<file path="config.mk">
export PLATFORM = sky130hd
export DESIGN_NAME = iob_ram_bist_initiator
export DESIGN_NICKNAME = d
export VERILOG_FILES = /design/src/rtl/iob_ram_bist_pkg.sv /design/src/rtl/iob_ram_bist_cmp.sv /design/src/rtl/iob_ram_bist_initiator.sv
export SDC_FILE = /design/constraint.sdc
export NUM_CORES = 1
export LEC_CHECK = 0
export BUFFER_PORTS_ARGS = -buffer_cell sky130_fd_sc_hd__buf_2
export CORE_MARGIN = 2
export CORE_UTILIZATION = 40
export DETAILED_ROUTE_END_ITERATION = 7
export RECOVER_POWER = 50
export SETUP_SLACK_MARGIN = 0.15
export SYNTH_ARGS = -nofsm -noshare
export SYNTH_HDL_FRONTEND = slang
export SYNTH_SLANG_ARGS = --single-unit
</file>
<file path="constraint.sdc">
create_clock -name clk_i -period 3.92 [get_ports clk_i]
set_input_delay 0.784 -clock clk_i [delete_from_list [all_inputs] [get_ports clk_i]]
set_output_delay 0.784 -clock clk_i [all_outputs]
set_load 0.05 [all_outputs]
</file>
<file path="src/rtl/iob_ram_bist_pkg.sv">
// Shared types and pattern generation for the RAM BIST initiator.
// The pattern is computed at 64 bits and truncated by callers, so DATA_W must not exceed 64.
package iob_ram_bist_pkg;

  typedef enum logic [2:0] {
    ST_IDLE,
    ST_WR0,
    ST_RD0,
    ST_WR1,
    ST_RD1,
    ST_FLUSH,
    ST_DONE
  } bist_state_t;

  localparam int PASS_CNT = 2;
  localparam int PAT_W    = 64;

  // Truncating the 64-bit sum to DATA_W gives (seed + addr) mod 2**DATA_W.
  function automatic logic [PAT_W-1:0] bist_pattern(
    input logic [PAT_W-1:0] seed,
    input logic [PAT_W-1:0] addr,
    input logic             inv
  );
    logic [PAT_W-1:0] p;
    p = seed + addr;
    return inv ? ~p : p;
  endfunction

endpackage

</file>
<file path="src/rtl/iob_ram_bist_cmp.sv">
// Read-check stage: captures the expected word for each issued read and compares it
// against RAM data one cycle later; the mismatch strobe is combinational on that cycle.
module iob_ram_bist_cmp
  import iob_ram_bist_pkg::*;
#(
  parameter int DATA_W = 32,
  parameter int ADDR_W = 4
) (
  input  logic              clk_i,
  input  logic              arst_n_i,
  input  logic              issue_vld,
  input  logic [ADDR_W-1:0] issue_addr,
  input  logic              issue_inv,
  input  logic [DATA_W-1:0] seed,
  input  logic [DATA_W-1:0] rd_dat,
  output logic              mismatch,
  output logic [ADDR_W-1:0] fail_addr
);

  logic              vld_q;
  logic [ADDR_W-1:0] addr_q;
  logic [DATA_W-1:0] exp_q;
  logic [PAT_W-1:0]  exp_full;

  assign exp_full = bist_pattern(PAT_W'(seed), PAT_W'(issue_addr), issue_inv);

  always_ff @(posedge clk_i or negedge arst_n_i) begin
    if (!arst_n_i) begin
      vld_q  <= 1'b0;
      addr_q <= '0;
      exp_q  <= '0;
    end else begin
      vld_q  <= issue_vld;
      addr_q <= issue_addr;
      exp_q  <= exp_full[DATA_W-1:0];
    end
  end

  assign mismatch  = vld_q && (rd_dat != exp_q);
  assign fail_addr = addr_q;

endmodule

</file>
<file path="src/rtl/iob_ram_bist_initiator.sv">
// Two-pass march BIST over one RAM port: write P, check P, write ~P, check ~P.
// All RAM-side outputs are registered, so reset clears them asynchronously.
module iob_ram_bist_initiator
  import iob_ram_bist_pkg::*;
#(
  parameter int DATA_W = 32,
  parameter int ADDR_W = 4
) (
  input  logic                clk_i,
  input  logic                arst_n_i,
  input  logic                start_i,
  input  logic [DATA_W-1:0]   seed_i,
  output logic                busy_o,
  output logic                done_o,
  output logic                pass_o,
  output logic [ADDR_W+1:0]   err_cnt_o,
  output logic [ADDR_W-1:0]   err_addr_o,
  output logic                en_o,
  output logic [DATA_W/8-1:0] we_o,
  output logic [ADDR_W-1:0]   addr_o,
  output logic [DATA_W-1:0]   d_o,
  input  logic [DATA_W-1:0]   d_i
);

  localparam int CNT_W = ADDR_W + 2;
  localparam logic [ADDR_W-1:0] ADDR_LAST = '1;
  localparam logic [CNT_W-1:0]  CNT_MAX   = '1;

  bist_state_t       state;
  logic [DATA_W-1:0] seed_q;
  logic              inv_q;
  logic [ADDR_W-1:0] addr_inc;
  logic              last_addr;
  logic              mismatch;
  logic [ADDR_W-1:0] fail_addr;
  logic [CNT_W-1:0]  err_cnt_nxt;
  logic [ADDR_W-1:0] err_addr_nxt;

  function automatic logic [DATA_W-1:0] pat(
    input logic [DATA_W-1:0] s,
    input logic [ADDR_W-1:0] a,
    input logic              inv
  );
    logic [PAT_W-1:0] w;
    w = bist_pattern(PAT_W'(s), PAT_W'(a), inv);
    return w[DATA_W-1:0];
  endfunction

  assign addr_inc  = addr_o + ADDR_W'(1);
  assign last_addr = (addr_o == ADDR_LAST);

  // inv_q travels with the registered read so the last RD0 compare keeps the pass-0 polarity.
  iob_ram_bist_cmp #(
    .DATA_W(DATA_W),
    .ADDR_W(ADDR_W)
  ) u_cmp (
    .clk_i     (clk_i),
    .arst_n_i  (arst_n_i),
    .issue_vld (en_o && (we_o == '0)),
    .issue_addr(addr_o),
    .issue_inv (inv_q),
    .seed      (seed_q),
    .rd_dat    (d_i),
    .mismatch  (mismatch),
    .fail_addr (fail_addr)
  );

  always_comb begin
    err_cnt_nxt  = err_cnt_o;
    err_addr_nxt = err_addr_o;
    if (mismatch) begin
      if (err_cnt_o != CNT_MAX) err_cnt_nxt = err_cnt_o + CNT_W'(1);
      if (err_cnt_o == '0)      err_addr_nxt = fail_addr;
    end
  end

  always_ff @(posedge clk_i or negedge arst_n_i) begin
    if (!arst_n_i) begin
      state      <= ST_IDLE;
      seed_q     <= '0;
      inv_q      <= 1'b0;
      busy_o     <= 1'b0;
      done_o     <= 1'b0;
      pass_o     <= 1'b0;
      err_cnt_o  <= '0;
      err_addr_o <= '0;
      en_o       <= 1'b0;
      we_o       <= '0;
      addr_o     <= '0;
      d_o        <= '0;
    end else begin
      err_cnt_o  <= err_cnt_nxt;
      err_addr_o <= err_addr_nxt;
      case (state)
        ST_IDLE, ST_DONE: begin
          if (start_i) begin
            state      <= ST_WR0;
            seed_q     <= seed_i;
            inv_q      <= 1'b0;
            busy_o     <= 1'b1;
            done_o     <= 1'b0;
            pass_o     <= 1'b0;
            err_cnt_o  <= '0;
            err_addr_o <= '0;
            en_o       <= 1'b1;
            we_o       <= '1;
            addr_o     <= '0;
            d_o        <= pat(seed_i, '0, 1'b0);
          end
        end
        ST_WR0, ST_WR1: begin
          if (last_addr) begin
            state  <= (state == ST_WR0) ? ST_RD0 : ST_RD1;
            we_o   <= '0;
            addr_o <= '0;
            d_o    <= '0;
          end else begin
            addr_o <= addr_inc;
            d_o    <= pat(seed_q, addr_inc, inv_q);
          end
        end
        ST_RD0: begin
          if (last_addr) begin
            state  <= ST_WR1;
            inv_q  <= 1'b1;
            we_o   <= '1;
            addr_o <= '0;
            d_o    <= pat(seed_q, '0, 1'b1);
          end else begin
            addr_o <= addr_inc;
          end
        end
        ST_RD1: begin
          if (last_addr) begin
            state  <= ST_FLUSH;
            en_o   <= 1'b0;
            addr_o <= '0;
          end else begin
            addr_o <= addr_inc;
          end
        end
        ST_FLUSH: begin
          // The final RD1 compare lands on this edge, so judge on the updated count.
          state  <= ST_DONE;
          busy_o <= 1'b0;
          done_o <= 1'b1;
          pass_o <= (err_cnt_nxt == '0);
        end
        default: state <= ST_IDLE;
      endcase
    end
  end

endmodule
</file>
# Word-level counts from Yosys, hierarchy flattened
# Index checks and enable logic that the tools add are counted.
# word_totals
word_cells	93
ff_bits	127
input_bits	67
output_inout_bits	54
# classes
muxes	36
n_reduce_logical	22
n_addsub	4
bitwise_logic	3
n_eq_ne	13
# op_table
op	count
two-way mux 32 bit	5
NOT 32 bit	3
case mux 32 bit (3 select lines)	1
adder 32 x 4 -> 32 bit	2
two-way mux 4 bit	9
!= test 32 bit	1
two-way mux 6 bit	4
two-way mux 3 bit	5
case mux 3 bit (5 select lines)	1
logical NOT 6 bit	2
case mux 4 bit (3 select lines)	1
case mux 1 bit (2 select lines)	5
== test 3 bit, second input constant	3
AND reduction 3 bit	3
!= test 2 bit, second input constant	4
case mux 4 bit (2 select lines)	1
AND reduction 4 bit	2
nonzero test 2 bit	4
adder 6 x 1 -> 6 bit, second input constant	1
== test 3 x 2 -> 1 bit, second input constant	2
!= test 6 bit, second input constant	1
AND reduction 2 bit	3
adder 4 x 1 -> 4 bit, second input constant	1
== test 4 bit, second input constant	1
other kinds (8)	13

# Longest topological paths before layout
# Gate-level depths: netlist (run 1).
# logic_depth
depth_word	6
ltp_mapped	10
ltp_nobuf	10

# By module
# From an unflattened synthesis (run 1), not the netlist that was laid out.
# hier_totals
cells_unflattened	840
hier_area_um2	8074.0
# by_module_without_submodules
module	instances	cells_each	area_per_inst_um2
iob_ram_bist_initiator	1	618	5711.7
iob_ram_bist_cmp	1	222	2362.3

# Least setup slack after synthesis (run 1)
# Ideal clock, no wire load.
# synth_timing
path_type	reg-to-reg
from	register addr_o[1]
to	register d_o[30]
period_less_slack_ps	3028
required_ps	3854
arrival_time_ps	2962
setup_ps	66
slack_ps	892
stages_incl_launch_ff	10
path_buffers	0
cell_sequence	dfrtp_1 > ha_1 > inv_1 > fa_1 > nand3b_1 > a2111oi_4 > nand4_1 > or4_1 > o311ai_1 > o31a_1
# synth_via
elab_chain_cells	6
word_cells_on_any_way	9
cone_classes	add/sub (2); eq/ne (2); mux (3); bitwise (1); reduce/logical (1)
# synth_rtl
element	line_no	rtl
start: declaration	iob_ram_bist_initiator.sv:20	output logic [ADDR_W-1:0] addr_o,
start signal: assignment	iob_ram_bist_initiator.sv:118	addr_o <= addr_inc;
start signal: assignment	iob_ram_bist_initiator.sv:130	addr_o <= addr_inc;
start signal: assignment	iob_ram_bist_initiator.sv:139	addr_o <= addr_inc;
adder 4 x 1 -> 4 bit	iob_ram_bist_initiator.sv:49	assign addr_inc = addr_o + ADDR_W'(1);
adder 32 x 4 -> 32 bit	iob_ram_bist_pkg.sv:25	p = seed + addr;
NOT 32 bit	iob_ram_bist_pkg.sv:26	return inv ? ~p : p;
two-way mux 32 bit	iob_ram_bist_pkg.sv:26	
two-way mux 32 bit	iob_ram_bist_initiator.sv:112	if (last_addr) begin
case mux 32 bit (3 select lines)	iob_ram_bist_initiator.sv:94	case (state)
end signal: assignment	iob_ram_bist_initiator.sv:108	d_o <= pat(seed_i, '0, 1'b0);
end signal: assignment	iob_ram_bist_initiator.sv:119	d_o <= pat(seed_q, addr_inc, inv_q);
end signal: assignment	iob_ram_bist_initiator.sv:128	d_o <= pat(seed_q, '0, 1'b1);
end: declaration	iob_ram_bist_initiator.sv:21	output logic [DATA_W-1:0] d_o,
# Parallel ways exist; a longest one is shown, timed or not.
# A chain may end at the register's enable or synchronous reset.

# Final worst setup path (run 1)
# Ends and elaborated chain as after synthesis.

==> results.toml, run 1 <==
[run_status]
status = "finished with violations"
failed_checks = "max-capacitance violations, max-slew violations"

[cells_and_area]
fin_cells = 1260
layout-drive-gt1-share = 0.166
synthToLayoutAreaGrowth_pct = 17.1
diodes = 0
num-nets-final = 1064
postLayoutCoreUtil = 0.474

[floorplan]
coreArea_mm2 = 0.0193
die_y_um = 144
start_util = 0.405
row_count = 51
die_w_um = 144
num_io_pins = 121
dieArea_mm2 = 0.0207

[synth]
syn_area_mm2 = 0.00782
synth.area.top_cells = "dfrtp_1 (40%), xnor2_1 (12%), nand2_1 (7.8%)"
ys_seq_area_frac = 0.397
synth_flop_cell = "dfrtp_1"
synth.largest_area_cell = "dfrtp_1"
syn_avg_cell_area_um2 = 8.65
syn-instance-count = 904
async_flop_share = 1.00
ys_warn_count = 0
ys_types = 74
syn_nets = 985
ys_seq_elements = 124
synth_common_cells = "nand2_1 (162), dfrtp_1 (124), xnor2_1 (103)"
synth.most_common_cell = "nand2_1"
synth_edf_count = 0
synth.top_cell.area_share = 0.397

[worst_setup_path]
cp.arrival_ns = 3.44
cp-end-kind = "register"
cp_max_fo = 7
rrSetupSlack_ns = 0.84
critPathKind = "register to register"
cp_data_required_time_ns = 4.28
cp-start-kind = "register"

[detailed_routing]
ant_nets = 0
drc_errors = 0
wl_um = 23600
dr.pass1.iters = 5
vias_per_cell = 5.54
vias = 6975
drtIter0Drc = 739
wire_per_inst_um = 18.7

[cts]
post_cts_resized = 0
numCtsBuffers = 17
cts-root-buf = "clkbuf_16"
cts.sinks = 124
post_cts_buffers = 0
clock_path_buffers = 2
hold_buffers = 0
ctsHtreeMaxLevel = 4
clkTransAtPathRegs_ns = 0.06
cts_tree = "yes"
clock_latency_ns = 0.42

[timing]
fin_crit_ns = 3.08
grt_setup_unrepaired = "false"
max_slew_margin = -0.783
fmax_mhz = 325
worstMarginPinSlew_ns = 2.67
finalSetupViolations = 0
post-route-period-util = 0.785
finClkSkew_ns = 0.0112
setup_tns_ns = 0
finalMaxSlewViolations = 87
setup_slack_ns = 0.841
hold_viol = 0

[global_route]
grt_pass1_wl_um = 36800
grt-ovfl-total = 0
antenna_found_initial = 0
grt_max_degree = 56
gr-usage-all-layers = 0.235
grt_pass1_vias = 6295

[place]
dp_slack_ns = 0.869
place_congestion = 0.932
placedCellCount = 1229
dp.final_hpwl_um = 16900
io_buffers = 120

[min_path]
hp-class = "register to register"

[flow_run]
cap_violations = 2

[pwr]
leakage_nw = 3.88
ir_drop_mv = 0.618
power_mw = 9.33
cellPowerDensity_mw_per_mm2 = 1020
==> registers in the layout, summed over array words and instances (netlist names) <==
signal / cells
pass_o: 1
u_cmp.exp_q: 32
inv_q: 1
addr_o: 4
seed_q: 32
err_addr_o: 4
en_o: 1
state: 3
d_o: 32
busy_o: 1
u_cmp.fail_addr: 4
done_o: 1
we_o: 1
u_cmp.vld_q: 1
err_cnt_o: 6
==> metrics by stage <==
stage | cell area [µm²] | hold slack (ns)
2_1_floorplan | 7820 | 0.481
3_3_place_gp | 8570 | 0.458
3_5_place_dp | 8570 | 0.467
4_1_cts | 9190 | 0.395
5_1_grt | 9160 | 0.505
6_report | 9160 | 0.473
==> routing by layer <==
metal | global-route usage | vias to the layer above | routed length [µm]
li1 | - | 3315 | -
met1 | 0.371 | 3349 | 11600
met2 | 0.327 | 285 | 9950
met3 | 0.0400 | 26 | 1750
met4 | 0.0676 | 0 | 361
met5 | 0 | - | 0
==> cells by family after synthesis <==
| group | Yosys count | synth area share |
|---|---|---|
| compound gates | 171 | 0.145 |
| fa+ha+maj | 14 | 0.0243 |
| mux | 10 | 0.0131 |
| buf+inv | 85 | 0.0510 |
| flops | 124 | 0.397 |
| simple gates | 378 | 0.233 |
| xor+xnor | 122 | 0.137 |
==> power by group <==
part | switching (mW) | leakage [nW] | internal, mW
clock | 0.586 | 0.293 | 1.06
sequential | 0.819 | 1.48 | 1.92
combinational | 3.13 | 2.10 | 1.81
total | 4.54 | 3.88 | 4.79
==> path summary, 6_finish.rpt <==
kind                                  startpoint                     end  depth (start not counted)
setup / recovery           addr_o[1]$_DFFE_PN0P_     d_o[30]$_DFFE_PN0P_                          9
setup reg to reg           addr_o[1]$_DFFE_PN0P_     d_o[30]$_DFFE_PN0P_                          9
max in group asynchronous               arst_n_i  seed_q[25]$_DFFE_PN0P_                          2
hold reg to reg               done_o$_DFFE_PN0P_      done_o$_DFFE_PN0P_                          2
min in group asynchronous               arst_n_i  err_cnt_o[0]$_DFF_PN0_                          1
hold / removal                done_o$_DFFE_PN0P_      done_o$_DFFE_PN0P_                          2
==> cell type report <==
| cell class | count | area [µm²] |
|---|---|---|
| clock buffers | 21 | 480 |
| clock inverters | 10 | 139 |
| fillers | 1941 | 10200 |
| inverters | 10 | 37.5 |
| multi-input cells | 695 | 4340 |
| flip-flops and latches | 124 | 3100 |
| well taps | 265 | 332 |
| repair buffers | 135 | 728 |
==> critical path: stages, from the launching register on <==
cell and delay, ns:
dfrtp_1 0.47, ha_1 0.36, inv_1 0.07, fa_1 0.44, nand3b_1 0.29, a2111oi_4 0.47
nand4_1 0.21, or4_1 0.43, o311ai_1 0.11, o31a_1 0.18
==> cell usage in the layout, fill, tap and decap left out, types with 10 or more instances in the layout <==
cell / count
buf_2: 104
xor2_1: 19
nand3_1: 26
nand2_1: 162
dfrtp_1: 124
a21oi_1: 30
buf_4: 11
ha_1: 12
a31oi_1: 13
o21ai_0: 52
nor2_1: 61
xnor2_1: 103
nor3_1: 29
nand4_1: 21
clkbuf_16: 17
clkbuf_1: 16
a21o_1: 12
nor4_1: 17
or3_1: 10
Power figures use the tool's default switching activity.
==> run 2, diff against run 1 <==
==> constraint.sdc (replaced) <==
create_clock -name clk_i -period 2.85 [get_ports clk_i]
set_input_delay 0.57 -clock clk_i [delete_from_list [all_inputs] [get_ports clk_i]]
set_output_delay 0.57 -clock clk_i [all_outputs]
set_load 0.05 [all_outputs]
==> run 2 against run 1 <==
Effect of this change:
- the run now ends clean
- clock power up 37%
- first-iteration DRC count fell by 10%
- clock skew barely moved
- largest cell class unchanged
==> results.toml, run 2 (same netlist as run 1, synthesis figures left out) <==
[run_status]
status = "complete, no violations"

[worst_setup_path]
cp_data_required_time_ns = 3.21
reg2reg_depth = 9
cp_max_fo = 4
cp-start-kind = "register"
path_depth = 9
cp-end-kind = "register"
crit_buf_inv = 1
slowest_stage = "dfrtp_4"
critPathKind = "register to register"
critPathMaxStageDelay_ns = 0.50
cp_cell_sequence = "ha_4 -> inv_2 -> fa_2 -> nand3b_1 -> a2111oi_4 -> nand4_1 -> or4_1 -> o311ai_2 -> o31a_1"
cp.arrival_ns = 3.10
crit_family = "simple AND/OR/NAND/NOR gates"

[place]
io_buffers = 120
placedCellCount = 1268
place_congestion = 0.960
dp.final_hpwl_um = 17900
dp_slack_ns = 0.0536

[min_path]
hp-class = "input pin to register"
hold_depth = 3

[pwr]
ir_drop_mv = 0.728
cellPowerDensity_mw_per_mm2 = 1400
leakage_nw = 4.12

[detailed_routing]
drtIter0Drc = 663
drc_errors = 0
dr.pass1.iters = 5
ant_nets = 0
wire_per_inst_um = 18.8
vias_per_cell = 5.44
vias = 7148
wl_um = 24700

[global_route]
antenna_found_initial = 0
grt-ovfl-total = 0
grt_max_degree = 49
grt_pass1_vias = 6474
gr-usage-all-layers = 0.244
grt_pass1_wl_um = 37700

[timing]
finalMaxSlewViolations = 0
grt_setup_unrepaired = "true"
worstMarginPinSlew_ns = 1.18
holdWs_ns = 0.344
finClkSkew_ns = 0.0111
post-route-period-util = 0.964
hold_viol = 0
finalSetupViolations = 0
max_slew_margin = 0.215
fmax_mhz = 364
setup_slack_ns = 0.104
fin_crit_ns = 2.75
setup_tns_ns = 0

[flow_run]
cap_violations = 0

[cts]
ctsHtreeMaxLevel = 4
cts_tree = "yes"
clock_path_buffers = 2
hold_buffers = 0
numCtsBuffers = 17
clkTransAtPathRegs_ns = 0.06
cts-root-buf = "clkbuf_16"
cts.sinks = 124
clock_latency_ns = 0.43

[cells_and_area]
postLayoutCoreUtil = 0.501
fin_cells = 1313
layout_commonest_cell = "nand2_1"
synthToLayoutAreaGrowth_pct = 23.8
diodes = 0
reg_top3 = "d_o x32, seed_q x32, u_cmp.exp_q x32"
num-nets-final = 1116
layout-drive-gt1-share = 0.229
layout_common_cells = "nand2_1 (162), dfrtp_1 (121), xnor2_1 (102)"

[floorplan]
die_y_um = 144
row_count = 51
start_util = 0.405
num_io_pins = 121
dieArea_mm2 = 0.0207
die_w_um = 144
coreArea_mm2 = 0.0193
==> run 2: changes by cell type in the layout (fill, tap and decap cells not counted), sizes merged <==
cell    previous run  this run
buf              118       161
clkbuf            38        44
clkinv             4         3
inv                9        14
==> run 2: worst register-to-register path: stages, from the launching register on <==
cell and delay, ns:
dfrtp_4 0.50, ha_4 0.28, inv_2 0.03, fa_2 0.34, nand3b_1 0.24, a2111oi_4 0.42, nand4_1 0.16, or4_1 0.44
o311ai_2 0.09, o31a_1 0.17
==> run 2: area by class of cell <==
cell class / instances / area [µm²]
Clock inverter: 14 / 184
Multi-Input combinational cell: 695 / 4510
Clock buffer: 18 / 429
Sequential cell: 124 / 3110
Inverter: 10 / 37.5
Fill cell: 1849 / 9650
Tap cell: 265 / 332
Timing Repair Buffer: 187 / 1080
==> run 2: worst paths after layout <==
path	start	end	slack (ns)
max reg2reg	addr_o[1]$_DFFE_PN0P_	d_o[30]$_DFFE_PN0P_	0.10
max in group asynchronous	arst_n_i	seed_q[8]$_DFFE_PN0P_	0.76
min	seed_i[20]	seed_q[20]$_DFFE_PN0P_	0.34
max	addr_o[1]$_DFFE_PN0P_	d_o[30]$_DFFE_PN0P_	0.10
min reg2reg	done_o$_DFFE_PN0P_	done_o$_DFFE_PN0P_	0.48
min in group asynchronous	arst_n_i	err_cnt_o[2]$_DFF_PN0_	0.37
==> run 2: power breakdown <==
part / internal, mW / switching [mW]
clock network: 1.39 / 0.869
logic: 2.98 / 4.79
registers: 2.65 / 0.910
==> run 2: per-stage QoR <==
step / instance area, µm² / power [mW]
final: 9680 / 13.6
after global routing: 9680 / 14.5
after CTS: 9500 / 13.2
after detailed placement: 8870 / 10.9
after global placement: 8870 / 10.8
after floorplan: 7840 / 8.78
==> run 2: what timing repair did <==
action	4_1_cts	5_1_grt
gates resized for setup	5	32
cloned	0	1
buffers inserted	0	12
pin swaps	2	13
endpoints found under the setup margin	7	16
==> run 2: metal layers <==
layer  vias to the layer above  track usage  share of wire
met5                         -            0              0
met4                         0       0.0630          0.011
met3                        15       0.0490          0.080
met2                       303        0.350           0.42
met1                      3402        0.373           0.48
li1                       3428            -              -
==> run 3, diff against run 2 <==
--- a/config.mk
+++ b/config.mk
@@ -9,7 +9,7 @@
 export CORE_MARGIN = 2
 export CORE_UTILIZATION = 40
 export DETAILED_ROUTE_END_ITERATION = 7
-export RECOVER_POWER = 50
+export RECOVER_POWER = 100
 export SETUP_SLACK_MARGIN = 0.15
 export SYNTH_ARGS = -nofsm -noshare
 export SYNTH_HDL_FRONTEND = slang
==> run 3 against run 2 <==
Effect of this change:
- combinational power down 1%
- die area stayed put
- routed wire length about the same
- non-clock buffer count stayed put
- hold slack lost 0.0031 ns
- total power fell by 0.58%
- via count barely moved
- global-route usage unchanged
- clock skew barely moved
- critical path type unchanged
- critical endpoint unchanged
- highest routed layer unchanged
==> results.toml, run 3 (same netlist as run 1, synthesis figures left out) <==
[detailed_routing]
vias = 7154
wire_per_inst_um = 18.8
vias_per_cell = 5.45
drc_errors = 0
wl_um = 24700
dr.pass1.iters = 5
ant_nets = 0
drtIter0Drc = 730

[worst_setup_path]
crit_start = "addr_o[1]$_DFFE_PN0P_"
cp_cell_sequence = "ha_4 -> inv_2 -> fa_2 -> nand3b_1 -> a2111oi_4 -> nand4_1 -> or4_1 -> o311ai_2 -> o31a_1"
cp_max_fo = 4
cp-end-kind = "register"
critPathMaxStageDelay_ns = 0.50
cp_data_required_time_ns = 3.21
slowest_stage = "dfrtp_4"
cp.arrival_ns = 3.12
timing.rr.start = "addr_o[1]$_DFFE_PN0P_"
critPathKind = "register to register"
cp-start-kind = "register"

[pwr]
leakage_nw = 4.00
power_mw = 13.5
cellPowerDensity_mw_per_mm2 = 1410
ir_drop_mv = 0.717

[cts]
clock_latency_ns = 0.43
clock_path_buffers = 2
hold_buffers = 0
cts_tree = "yes"
cts-root-buf = "clkbuf_16"
ctsHtreeMaxLevel = 4
cts.sinks = 124
clkTransAtPathRegs_ns = 0.06
numCtsBuffers = 17

[global_route]
grt-ovfl-total = 0
gr-usage-all-layers = 0.244
grt_pass1_vias = 6474
antenna_found_initial = 0
grt_max_degree = 49
grt_pass1_wl_um = 37700

[timing]
grt_setup_unrepaired = "true"
finalSetupViolations = 0
max_slew_margin = 0.220
finalMaxSlewViolations = 0
finClkSkew_ns = 0.0107
worstMarginPinSlew_ns = 1.17
fin_crit_ns = 2.76
setup_tns_ns = 0
post-route-period-util = 0.970
hold_viol = 0
fmax_mhz = 362
holdWs_ns = 0.341

[place]
place_area_mm2 = 0.00887
dp.final_hpwl_um = 17900
place_congestion = 0.960
io_buffers = 120

[cells_and_area]
fin_area_mm2 = 0.00960
layout-drive-gt1-share = 0.190
layout_common_cells = "nand2_1 (162), dfrtp_1 (122), xnor2_1 (102)"
reg_top3 = "d_o x32, seed_q x32, u_cmp.exp_q x32"
n_fill_cell = 1873
synthToLayoutAreaGrowth_pct = 22.7
num-nets-final = 1116
diodes = 0
layout_commonest_cell = "nand2_1"

[floorplan]
row_count = 51
die_y_um = 144
num_io_pins = 121
die_w_um = 144
start_util = 0.405
coreArea_mm2 = 0.0193
dieArea_mm2 = 0.0207

[min_path]
hold_path.startpoint = "seed_i[20]"
hp-class = "input pin to register"

[flow_run]
cap_violations = 0

[run_status]
status = "complete, no violations"
-- run 3: cell count changes in the layout (fill, tap and decap cells not counted), sizes merged --
cell | previous run | this run
clkbuf | 44 | 85
buf | 161 | 120
-- run 3: area by class of cell --
type	instances	area [µm²]	share of cell area
clock buffers	18	429	0.0447
clock inverters	14	184	0.0192
inverters	10	37.5	0.00391
multi-input cells	695	4500	0.469
flip-flops and latches	124	3110	0.324
well taps	265	332	0.0345
repair buffers	187	1010	0.105
-- run 3: worst max-delay path: cells and delay by family (launching register included) --
kind,cells,cell delay (ns)
and+or+nand+nor,3,0.84
AOI/OAI and AO/OA,3,0.69
adders and majority gates,2,0.62
DFF,1,0.50
buffers and inverters,1,0.03
-- run 3: timing repair --
item | in CTS | in global routing
gates resized for setup | 5 | 32
buffers inserted | 0 | 12
endpoints found under the setup margin | 7 | 16
pin swaps | 2 | 13
cloned | 0 | 1
-- run 3: layer usage --
| layer | GRT usage | vias to the layer above | part of all wire |
|---|---|---|---|
| li1 | - | 3423 | - |
| met1 | 0.373 | 3418 | 0.49 |
| met2 | 0.350 | 298 | 0.43 |
| met3 | 0.0490 | 15 | 0.074 |
| met4 | 0.0630 | 0 | 0.011 |
| met5 | 0 | - | 0 |
-- run 3: per-stage QoR --
stage          instances  worst slack (ns)  utilization
2_1_floorplan        904          -0.00171            -
3_3_place_gp        1268             0.103        0.459
3_5_place_dp        1268            0.0536        0.459
4_1_cts             1300            0.0931        0.491
5_1_grt             1313          -0.00841        0.496
6_report            1313            0.0857        0.496
-- run 3: final timing paths --
check / endpoint / slack [ns] / depth (start not counted)
max: d_o[30]$_DFFE_PN0P_ / 0.09 / 9
min: seed_q[20]$_DFFE_PN0P_ / 0.34 / 3
max reg2reg: d_o[30]$_DFFE_PN0P_ / 0.09 / 9
min reg2reg: done_o$_DFFE_PN0P_ / 0.48 / 2
max in group asynchronous: seed_q[8]$_DFFE_PN0P_ / 0.77 / 2
min in group asynchronous: err_cnt_o[2]$_DFF_PN0_ / 0.36 / 1
-- run 3: where the power goes --
part / switching [mW] / total (mW) / internal, mW
clock: 0.869 / 2.26 / 1.39
sequential: 0.916 / 3.56 / 2.65
combinational: 4.80 / 7.69 / 2.89
total: 6.59 / 13.5 / 6.93
